<file path="src/rtl/mem_pkg.sv">
// Shared types and helpers for the MEM stage.
//   mem_size_t  : funct3 access-size encoding (B/H/W/D signed, BU/HU/WU unsigned)
//   mem_state_t : MEM-stage controller states
//   size_log2   : funct3 -> log2(bytes)
//   misaligned  : address/size alignment test (size D is illegal on a 32-bit datapath)
//   ld_extend   : sign/zero extension of right-aligned load data (64-bit wide, callers truncate)
package mem_pkg;

    typedef enum logic [2:0] {
        SZ_B  = 3'd0,
        SZ_H  = 3'd1,
        SZ_W  = 3'd2,
        SZ_D  = 3'd3,
        SZ_BU = 3'd4,
        SZ_HU = 3'd5,
        SZ_WU = 3'd6
    } mem_size_t;

    typedef enum logic [1:0] {
        IDLE       = 2'd0,
        LD_WAIT    = 2'd1,
        LD_KILL    = 2'd2,
        ECALL_WAIT = 2'd3
    } mem_state_t;

    function automatic logic [1:0] size_log2(input logic [2:0] size);
        case (mem_size_t'(size))
            SZ_B, SZ_BU: return 2'd0;
            SZ_H, SZ_HU: return 2'd1;
            SZ_W, SZ_WU: return 2'd2;
            default:     return 2'd3;
        endcase
    endfunction

    function automatic logic misaligned(input logic [2:0] size,
                                        input logic [2:0] addr_lo,
                                        input logic       xlen32);
        case (size_log2(size))
            2'd0:    return 1'b0;
            2'd1:    return addr_lo[0];
            2'd2:    return |addr_lo[1:0];
            default: return (|addr_lo) || xlen32;
        endcase
    endfunction

    function automatic logic [63:0] ld_extend(input logic [2:0] size, input logic [63:0] data);
        case (mem_size_t'(size))
            SZ_B:    return {{56{data[7]}}, data[7:0]};
            SZ_H:    return {{48{data[15]}}, data[15:0]};
            SZ_W:    return {{32{data[31]}}, data[31:0]};
            SZ_BU:   return {56'd0, data[7:0]};
            SZ_HU:   return {48'd0, data[15:0]};
            SZ_WU:   return {32'd0, data[31:0]};
            default: return data;
        endcase
    endfunction

endpackage

</file>
<file path="src/rtl/store_buffer.sv">
// Circular store buffer with a CAM lookup for store-to-load forwarding.
//   clk, reset            : clock, synchronous active-high reset (clears pointers)
//   enq, enq_addr/data/size : push a store (ignored when full)
//   deq                   : pop the head entry (ignored when empty)
//   full, empty           : occupancy flags
//   head_addr/data/size   : oldest entry, presented to the D-cache drain path
//   lk_addr, lk_size      : lookup key (dword compare on lk_addr[XLEN-1:3])
//   lk_hit                : some live entry shares the dword
//   lk_exact              : youngest matching entry has identical address and size
//   lk_idx                : slot of the youngest matching entry
//   fwd_idx, fwd_data     : read port used to fetch forwarded store data
module store_buffer #(
    parameter int XLEN  = 64,
    parameter int DEPTH = 4
) (
    input  logic                     clk,
    input  logic                     reset,
    input  logic                     enq,
    input  logic [XLEN-1:0]          enq_addr,
    input  logic [XLEN-1:0]          enq_data,
    input  logic [1:0]               enq_size,
    input  logic                     deq,
    output logic                     full,
    output logic                     empty,
    output logic [XLEN-1:0]          head_addr,
    output logic [XLEN-1:0]          head_data,
    output logic [1:0]               head_size,
    input  logic [XLEN-1:0]          lk_addr,
    input  logic [1:0]               lk_size,
    output logic                     lk_hit,
    output logic                     lk_exact,
    output logic [$clog2(DEPTH)-1:0] lk_idx,
    input  logic [$clog2(DEPTH)-1:0] fwd_idx,
    output logic [XLEN-1:0]          fwd_data
);

    localparam int AW = $clog2(DEPTH);
    localparam int PW = AW + 1;

    // Pointers carry one extra wrap bit so full and empty are distinguishable.
    logic [PW-1:0]   wr_ptr_reg, rd_ptr_reg;
    logic [PW-1:0]   count;
    logic [XLEN-1:0] addr_mem [DEPTH];
    logic [XLEN-1:0] data_mem [DEPTH];
    logic [1:0]      size_mem [DEPTH];
    logic [DEPTH-1:0] match_vec;
    logic [AW-1:0]   scan_idx;

    assign count = wr_ptr_reg - rd_ptr_reg;
    assign empty = (wr_ptr_reg == rd_ptr_reg);
    assign full  = (wr_ptr_reg[AW] != rd_ptr_reg[AW]) &&
                   (wr_ptr_reg[AW-1:0] == rd_ptr_reg[AW-1:0]);

    always_ff @(posedge clk) begin
        if (reset) begin
            wr_ptr_reg <= '0;
            rd_ptr_reg <= '0;
        end else begin
            if (enq && !full) begin
                wr_ptr_reg <= wr_ptr_reg + 1'b1;
            end
            if (deq && !empty) begin
                rd_ptr_reg <= rd_ptr_reg + 1'b1;
            end
        end
    end

    // Payload storage needs no reset: liveness is defined by the pointers.
    always_ff @(posedge clk) begin
        if (enq && !full) begin
            addr_mem[wr_ptr_reg[AW-1:0]] <= enq_addr;
            data_mem[wr_ptr_reg[AW-1:0]] <= enq_data;
            size_mem[wr_ptr_reg[AW-1:0]] <= enq_size;
        end
    end

    assign head_addr = addr_mem[rd_ptr_reg[AW-1:0]];
    assign head_data = data_mem[rd_ptr_reg[AW-1:0]];
    assign head_size = size_mem[rd_ptr_reg[AW-1:0]];

    // Per-slot CAM compare; a slot is live when its age behind the head is below the count.
    genvar gi;
    generate
        for (gi = 0; gi < DEPTH; gi++) begin : g_cam
            logic [AW-1:0] age;
            assign age = AW'(gi) - rd_ptr_reg[AW-1:0];
            assign match_vec[gi] = ({1'b0, age} < count) &&
                                   (addr_mem[gi][XLEN-1:3] == lk_addr[XLEN-1:3]);
        end
    endgenerate

    // Scan oldest to youngest so the last match seen is the youngest one.
    always_comb begin
        lk_hit   = 1'b0;
        lk_idx   = '0;
        scan_idx = '0;
        for (int k = 0; k < DEPTH; k++) begin
            scan_idx = rd_ptr_reg[AW-1:0] + AW'(k);
            if (match_vec[scan_idx]) begin
                lk_hit = 1'b1;
                lk_idx = scan_idx;
            end
        end
    end

    assign lk_exact = lk_hit && (addr_mem[lk_idx] == lk_addr) && (size_mem[lk_idx] == lk_size);
    assign fwd_data = data_mem[fwd_idx];

endmodule

</file>
<file path="src/rtl/mem_stage_sb.sv">
// MEM pipeline stage: store buffer, valid/ready D-cache port, load extension,
// store-to-load forwarding, misalignment detection and flush.
//   clk, reset     : clock, synchronous active-high reset
//   flush          : kill the instruction in MEM (store buffer kept)
//   in_*           : instruction presented by the ALU stage (held while stall=1)
//   stall          : MEM instruction cannot complete this cycle
//   dc_req_*       : D-cache request (single outstanding), dc_size = log2 bytes
//   dc_rsp_valid, dc_rdata : load response, right-aligned
//   wb_*           : registered results to writeback, all zero on a bubble
//   sb_empty       : store buffer empty
module mem_stage_sb
    import mem_pkg::*;
#(
    parameter int XLEN     = 64,
    parameter int SB_DEPTH = 4
) (
    input  logic            clk,
    input  logic            reset,
    input  logic            flush,
    input  logic            in_valid,
    input  logic [XLEN-1:0] in_pc,
    input  logic [31:0]     in_instr,
    input  logic [4:0]      in_rd,
    input  logic            in_regwrite,
    input  logic            in_memread,
    input  logic            in_memwrite,
    input  logic            in_ecall,
    input  logic [2:0]      in_size,
    input  logic [XLEN-1:0] in_addr,
    input  logic [XLEN-1:0] in_wdata,
    output logic            stall,
    output logic            dc_req_valid,
    input  logic            dc_req_ready,
    output logic            dc_req_we,
    output logic [XLEN-1:0] dc_addr,
    output logic [XLEN-1:0] dc_wdata,
    output logic [1:0]      dc_size,
    input  logic            dc_rsp_valid,
    input  logic [XLEN-1:0] dc_rdata,
    output logic            wb_valid,
    output logic [XLEN-1:0] wb_pc,
    output logic [31:0]     wb_instr,
    output logic [4:0]      wb_rd,
    output logic            wb_regwrite,
    output logic            wb_ecall,
    output logic            wb_mem_to_reg,
    output logic [XLEN-1:0] wb_result,
    output logic [XLEN-1:0] wb_ld_result,
    output logic            wb_misalign,
    output logic            sb_empty
);

    localparam int IW = $clog2(SB_DEPTH);

    mem_state_t state_reg, state_next;

    // A load request that was presented but not yet accepted is pinned here so
    // the request stays stable even if the MEM instruction is flushed meanwhile.
    logic            req_lock_reg, req_lock_next;
    logic            req_killed_reg, req_killed_next;
    logic [XLEN-1:0] req_addr_reg;
    logic [1:0]      req_size_reg;
    // Likewise an unaccepted drain keeps ownership of the port.
    logic            drain_lock_reg, drain_lock_next;

    logic            sb_full, sb_hit, sb_exact, sb_deq;
    logic [IW-1:0]   sb_idx;
    logic [XLEN-1:0] sb_head_addr, sb_head_data, sb_fwd_data;
    logic [1:0]      sb_head_size;

    logic            is_misaligned, complete, want_ld, do_enq, misalign_flag;
    logic            ld_go, drain_go;
    logic [XLEN-1:0] ld_value;

    function automatic logic [XLEN-1:0] extend_x(input logic [2:0] size, input logic [XLEN-1:0] raw);
        logic [63:0] wide;
        logic [63:0] ext;
        wide = '0;
        wide[XLEN-1:0] = raw;
        ext = ld_extend(size, wide);
        return ext[XLEN-1:0];
    endfunction

    assign is_misaligned = misaligned(in_size, in_addr[2:0], XLEN == 32);

    store_buffer #(
        .XLEN  (XLEN),
        .DEPTH (SB_DEPTH)
    ) u_sb (
        .clk       (clk),
        .reset     (reset),
        .enq       (do_enq),
        .enq_addr  (in_addr),
        .enq_data  (in_wdata),
        .enq_size  (size_log2(in_size)),
        .deq       (sb_deq),
        .full      (sb_full),
        .empty     (sb_empty),
        .head_addr (sb_head_addr),
        .head_data (sb_head_data),
        .head_size (sb_head_size),
        .lk_addr   (in_addr),
        .lk_size   (size_log2(in_size)),
        .lk_hit    (sb_hit),
        .lk_exact  (sb_exact),
        .lk_idx    (sb_idx),
        .fwd_idx   (sb_idx),
        .fwd_data  (sb_fwd_data)
    );

    always_ff @(posedge clk) begin
        if (reset) begin
            state_reg      <= IDLE;
            req_lock_reg   <= 1'b0;
            req_killed_reg <= 1'b0;
            req_addr_reg   <= '0;
            req_size_reg   <= '0;
            drain_lock_reg <= 1'b0;
        end else begin
            state_reg      <= state_next;
            req_lock_reg   <= req_lock_next;
            req_killed_reg <= req_killed_next;
            drain_lock_reg <= drain_lock_next;
            if (ld_go && !req_lock_reg) begin
                req_addr_reg <= in_addr;
                req_size_reg <= size_log2(in_size);
            end
        end
    end

    always_comb begin
        state_next    = state_reg;
        stall         = 1'b0;
        complete      = 1'b0;
        want_ld       = 1'b0;
        do_enq        = 1'b0;
        misalign_flag = 1'b0;
        ld_value      = '0;

        case (state_reg)
            IDLE: begin
                if (in_valid && !flush) begin
                    if (req_killed_reg) begin
                        // An orphaned load still owns the cache port.
                        stall = 1'b1;
                    end else if ((in_memread || in_memwrite) && is_misaligned) begin
                        complete      = 1'b1;
                        misalign_flag = 1'b1;
                    end else if (in_memwrite) begin
                        // Full stalls even if the head drains this cycle.
                        if (sb_full) begin
                            stall = 1'b1;
                        end else begin
                            do_enq   = 1'b1;
                            complete = 1'b1;
                        end
                    end else if (in_memread) begin
                        if (sb_exact) begin
                            complete = 1'b1;
                            ld_value = extend_x(in_size, sb_fwd_data);
                        end else begin
                            // Partial overlap waits for the buffer to drain past it.
                            stall   = 1'b1;
                            want_ld = !sb_hit;
                        end
                    end else if (in_ecall && !sb_empty) begin
                        stall      = 1'b1;
                        state_next = ECALL_WAIT;
                    end else begin
                        complete = 1'b1;
                    end
                end
            end
            LD_WAIT: begin
                if (flush) begin
                    state_next = dc_rsp_valid ? IDLE : LD_KILL;
                end else if (dc_rsp_valid) begin
                    complete   = 1'b1;
                    ld_value   = extend_x(in_size, dc_rdata);
                    state_next = IDLE;
                end else begin
                    stall = 1'b1;
                end
            end
            LD_KILL: begin
                stall = in_valid && !flush;
                if (dc_rsp_valid) begin
                    state_next = IDLE;
                end
            end
            ECALL_WAIT: begin
                if (flush) begin
                    state_next = IDLE;
                end else if (sb_empty) begin
                    complete   = 1'b1;
                    state_next = IDLE;
                end else begin
                    stall = 1'b1;
                end
            end
            default: state_next = IDLE;
        endcase

        // Port arbitration: a new load beats a new drain, but neither preempts a
        // request already presented and waiting for ready.
        ld_go    = (state_reg == IDLE) && !drain_lock_reg && (req_lock_reg || want_ld);
        drain_go = !ld_go && !sb_empty && ((state_reg == IDLE) || (state_reg == ECALL_WAIT));

        dc_req_valid = ld_go || drain_go;
        dc_req_we    = drain_go;
        dc_addr      = '0;
        dc_wdata     = '0;
        dc_size      = '0;
        if (ld_go) begin
            dc_addr = req_lock_reg ? req_addr_reg : in_addr;
            dc_size = req_lock_reg ? req_size_reg : size_log2(in_size);
        end else if (drain_go) begin
            dc_addr  = sb_head_addr;
            dc_wdata = sb_head_data;
            dc_size  = sb_head_size;
        end

        sb_deq          = drain_go && dc_req_ready;
        req_lock_next   = ld_go && !dc_req_ready;
        req_killed_next = ld_go && !dc_req_ready && (req_killed_reg || flush);
        drain_lock_next = drain_go && !dc_req_ready;

        if (ld_go && dc_req_ready) begin
            state_next = (req_killed_reg || flush) ? LD_KILL : LD_WAIT;
        end
    end

    // Writeback register: loads a completed instruction, otherwise a zero bubble.
    always_ff @(posedge clk) begin
        if (reset || !complete) begin
            wb_valid      <= 1'b0;
            wb_pc         <= '0;
            wb_instr      <= '0;
            wb_rd         <= '0;
            wb_regwrite   <= 1'b0;
            wb_ecall      <= 1'b0;
            wb_mem_to_reg <= 1'b0;
            wb_result     <= '0;
            wb_ld_result  <= '0;
            wb_misalign   <= 1'b0;
        end else begin
            wb_valid      <= 1'b1;
            wb_pc         <= in_pc;
            wb_instr      <= in_instr;
            wb_rd         <= in_rd;
            wb_regwrite   <= in_regwrite;
            wb_ecall      <= in_ecall;
            wb_mem_to_reg <= in_memread;
            wb_result     <= in_addr;
            wb_ld_result  <= ld_value;
            wb_misalign   <= misalign_flag;
        end
    end

endmodule

</file>
<file path="config.mk">
export PLATFORM = sky130hd
export DESIGN_NAME = mem_stage_sb
export DESIGN_NICKNAME = d
export VERILOG_FILES = /design/src/rtl/mem_pkg.sv /design/src/rtl/store_buffer.sv /design/src/rtl/mem_stage_sb.sv
export SDC_FILE = /design/constraint.sdc
export NUM_CORES = 2
export LEC_CHECK = 0
export BUFFER_PORTS_ARGS = -buffer_cell sky130_fd_sc_hd__buf_2
export CAP_MARGIN = 10
export CORE_MARGIN = 1.5
export CORE_UTILIZATION = 56
export DETAILED_ROUTE_END_ITERATION = 6
export MAX_ROUTING_LAYER = met4
export PLACE_DENSITY_LB_ADDON = 0.25
export SKIP_LAST_GASP = 1
export SYNTH_ARGS = -nofsm -noshare
export SYNTH_HDL_FRONTEND = slang
export SYNTH_SLANG_ARGS = --single-unit
</file>
<file path="constraint.sdc">
create_clock -name clk -period 7 [get_ports clk]
set_input_delay 0.7 -clock clk [delete_from_list [all_inputs] [get_ports clk]]
set_output_delay 0.7 -clock clk [all_outputs]
set_load 0.05 [all_outputs]
</file>
==> impl_metrics.json <==
{
  "clock_sinks": 833,
  "crit_type": "reg -> out",
  "min_path_type": "in -> reg",
  "final_cell_area_mm2": 0.0448,
  "fill_cells": 5107,
  "grt_use_total": 0.366,
  "fin_ws_ns": 0.258,
  "synth-compound-area-share": 0.0662,
  "syn_avg_cell_area_um2": 12.0,
  "synth_top_area_frac": 0.412,
  "drt_iter0_markers": 4016,
  "yosys-top-cells-area": "edfxtp_1 41%, dfxtp_1 17%, mux4_2 7.7%, xnor2_1 5.3%, nand2_1 5.2%",
  "async_reset_ff_frac": 0,
  "layout_commonest_cell": "buf_2",
  "synth.cell_area_mm2": 0.0379,
  "synth-simple-area-share": 0.154,
  "cts_buffer_depth": 3,
  "ctsHtreeMaxLevel": 3,
  "yosysTopAreaCell": "edfxtp_1",
  "p_sw_uw": 3500,
  "synth-xor-area-share": 0.0630,
  "core_area_mm2": 0.0670,
  "place_congestion": 1.05,
  "port_buffers": 673,
  "clk_pin_slew_ns": 0.06,
  "yosys_register_bits": 833,
  "via_per_inst": 6.14,
  "routedWlPerCell_um": 26.8,
  "dieHeight_um": 263,
  "die_area_mm2": 0.0693,
  "switching_share": 0.293,
  "outcome": "finished, violations left",
  "die_w_um": 263,
  "area_growth_pct": 18.2,
  "pre_cts_ws_ns": 0.306,
  "max-cap-violations": 0,
  "synth_ff_type": "edfxtp_1",
  "dr.pass1.iters": 7,
  "grt_pass1_vias": 27200,
  "design.portCount": 674,
  "cts-root-buf": "clkbuf_16",
  "p_seq_frac": 0.456,
  "grt_max_degree": 137,
  "slew_violations": 0,
  "muxShareOfSynthArea": 0.0984,
  "power_frac_clock": 0.371,
  "antenna_found_initial": 21,
  "mostFrequentLayoutCells": "672 x buf_2, 523 x nand2_1, 520 x edfxtp_1",
  "fin_crit_ns": 6.74,
  "yosysSeqAreaShare": 0.577,
  "worstPathArrival_ns": 6.04,
  "synth_top_family_by_area": "simple AND/OR/NAND/NOR gates",
  "cp_max_fo": 16,
  "placed_cell_area_mm2": 0.0420,
  "cp-start-kind": "flip-flop",
  "ys_warn_count": 0,
  "wirelength_um": 126000,
  "start_util": 0.566,
  "power_density_mw_per_mm2": 266,
  "postSynthCellCount": 3169,
  "ant_nets": 0,
  "worstPathRequired_ns": 6.30,
  "slew_headroom": 0.232,
  "vias": 28800,
  "p_leak_uw": 0.0168,
  "drive_gt1_frac": 0.287,
  "synth_cell_types": 75,
  "nets": 4063,
  "cts_buffers": 85,
  "fmax_ghz": 0.148,
  "hold_violations": 0,
  "finalPower_uw": 11900,
  "hpwl_um": 87100,
  "grt_pass1_wl_um": 182000,
  "cts_tree": "built",
  "synth_nets": 3495,
  "final_core_util": 0.669,
  "ir_drop_v": 0.000218,
  "hold_ws_ns": 0.251,
  "remaining_drc_errors": 1,
  "worst_clock_skew_ns": 0.0357,
  "synthAdderAreaFrac": 0.00680,
  "endpoint_kind": "output pin",
  "setup_violations": 0,
  "tightestPinTransition_ns": 1.15,
  "synth_edf_count": 520,
  "combPwrFrac": 0.172,
  "violations": "design-rule violations",
  "num_rows": 95,
  "overflow": 0,
  "clkLatencyLatePin_ns": 0.65,
  "fin_crit_sh": 0.963,
  "p_int_uw": 8430
}
-- per-stage QoR --
stage,cells,TNS [ns]
final,4701,0
after global routing,4700,-0.0194
after CTS,4677,0
after detailed placement,4518,0
after global placement,4518,0
after floorplan,3169,0
-- worst paths after layout --
check                                         from                to  slack, ns  cells past startpoint
worst min register to register    req_addr_reg[15]  req_addr_reg[15]       0.45                      2
worst max-delay path            u_sb.rd_ptr_reg[1]             stall       0.26                     19
worst max register to register  u_sb.rd_ptr_reg[1]  wb_ld_result[62]       0.73                     20
worst min-delay path                   dc_rdata[2]   wb_ld_result[2]       0.25                      3
-- logic make-up (layout without fill, tap and decap cells) --
kind of cell | Yosys count | count (layout)
other | 0 | 21
and+or+nand+nor | 1162 | 1165
adders and majority gates | 20 | 20
buffers and inverters | 295 | 930
AOI/OAI and AO/OA | 378 | 378
muxes | 210 | 210
xor gates and xnor gates | 271 | 271
DFF | 833 | 833
-- routing by layer --
metal  routed length [um]  part of all wire  track usage  vias to the layer above
li1                     -                 -            -                    12600
met1                48700              0.39        0.489                    14200
met2                59500              0.47        0.561                     1803
met3                13300              0.11       0.0756                      244
met4                 4570             0.036        0.121                        0
met5                    0                 0            -                        -
-- Yosys cell counts, types with 19 or more instances --
cell      instances
xor2_1           39
dfxtp_1         313
nand3_1         153
edfxtp_1        520
nand3b_1         35
nand2_1         523
buf_2            56
ha_1             19
and3_1           66
nor2_1           31
xnor2_1         231
o31ai_1          25
nand4_1          62
and2_1          192
clkbuf_1        169
nor4_1           31
a31oi_1          31
mux2i_1          79
mux4_2          130
o21ai_0         126
inv_1            22
o211ai_1         21
a31oi_2          30
a21oi_1          88
-- power groups by stage --
stage	clock network, uW	registers [uW]	logic (uW)
after CTS	4450	5440	2040
after global routing	4640	5450	2150
after floorplan	0	5900	1020
after detailed placement	0	5550	2030
final	4430	5440	2060
after global placement	0	5540	2020
-- critical path, stage by stage (launching register included) --
cell and delay (ns):
dfxtp_2 0.42, inv_1 0.19, fa_1 0.56, inv_1 0.10
ha_1 0.28, nor2b_1 0.13, o21ai_1 0.14, nand4_1 0.10
or4_4 0.55, o31ai_2 0.31, o211a_1 0.33, nor2_4 0.16
or4b_2 0.64, nand4_1 0.15, xor2_2 0.25, nor4_1 0.07
and3_1 0.23, a211o_1 0.31, a41oi_2 0.25, buf_12 0.18
-- cell type report --
| cell class | instances | area (um2) | share of cell area |
|---|---|---|---|
| Antenna cell | 21 | 52.6 | 0.00117 |
| Clock buffer | 123 | 2380 | 0.0532 |
| Sequential cell | 833 | 21900 | 0.489 |
| Inverter | 23 | 86.3 | 0.00193 |
| Clock inverter | 34 | 305 | 0.00681 |
| Multi-Input combinational cell | 2044 | 14900 | 0.332 |
| Timing Repair Buffer | 750 | 4110 | 0.0916 |
| Tap cell | 873 | 1090 | 0.0244 |
-- timing repair --
action / in CTS / in global routing
pin swaps: 1 / 3
setup buffers: 1 / 1
gates cloned: 1 / 2
endpoints found under the setup margin: 1 / 1
hold buffers: 0 / 0
resized for setup: 3 / 13
Note: power is estimated with default switching activity, not from simulation.
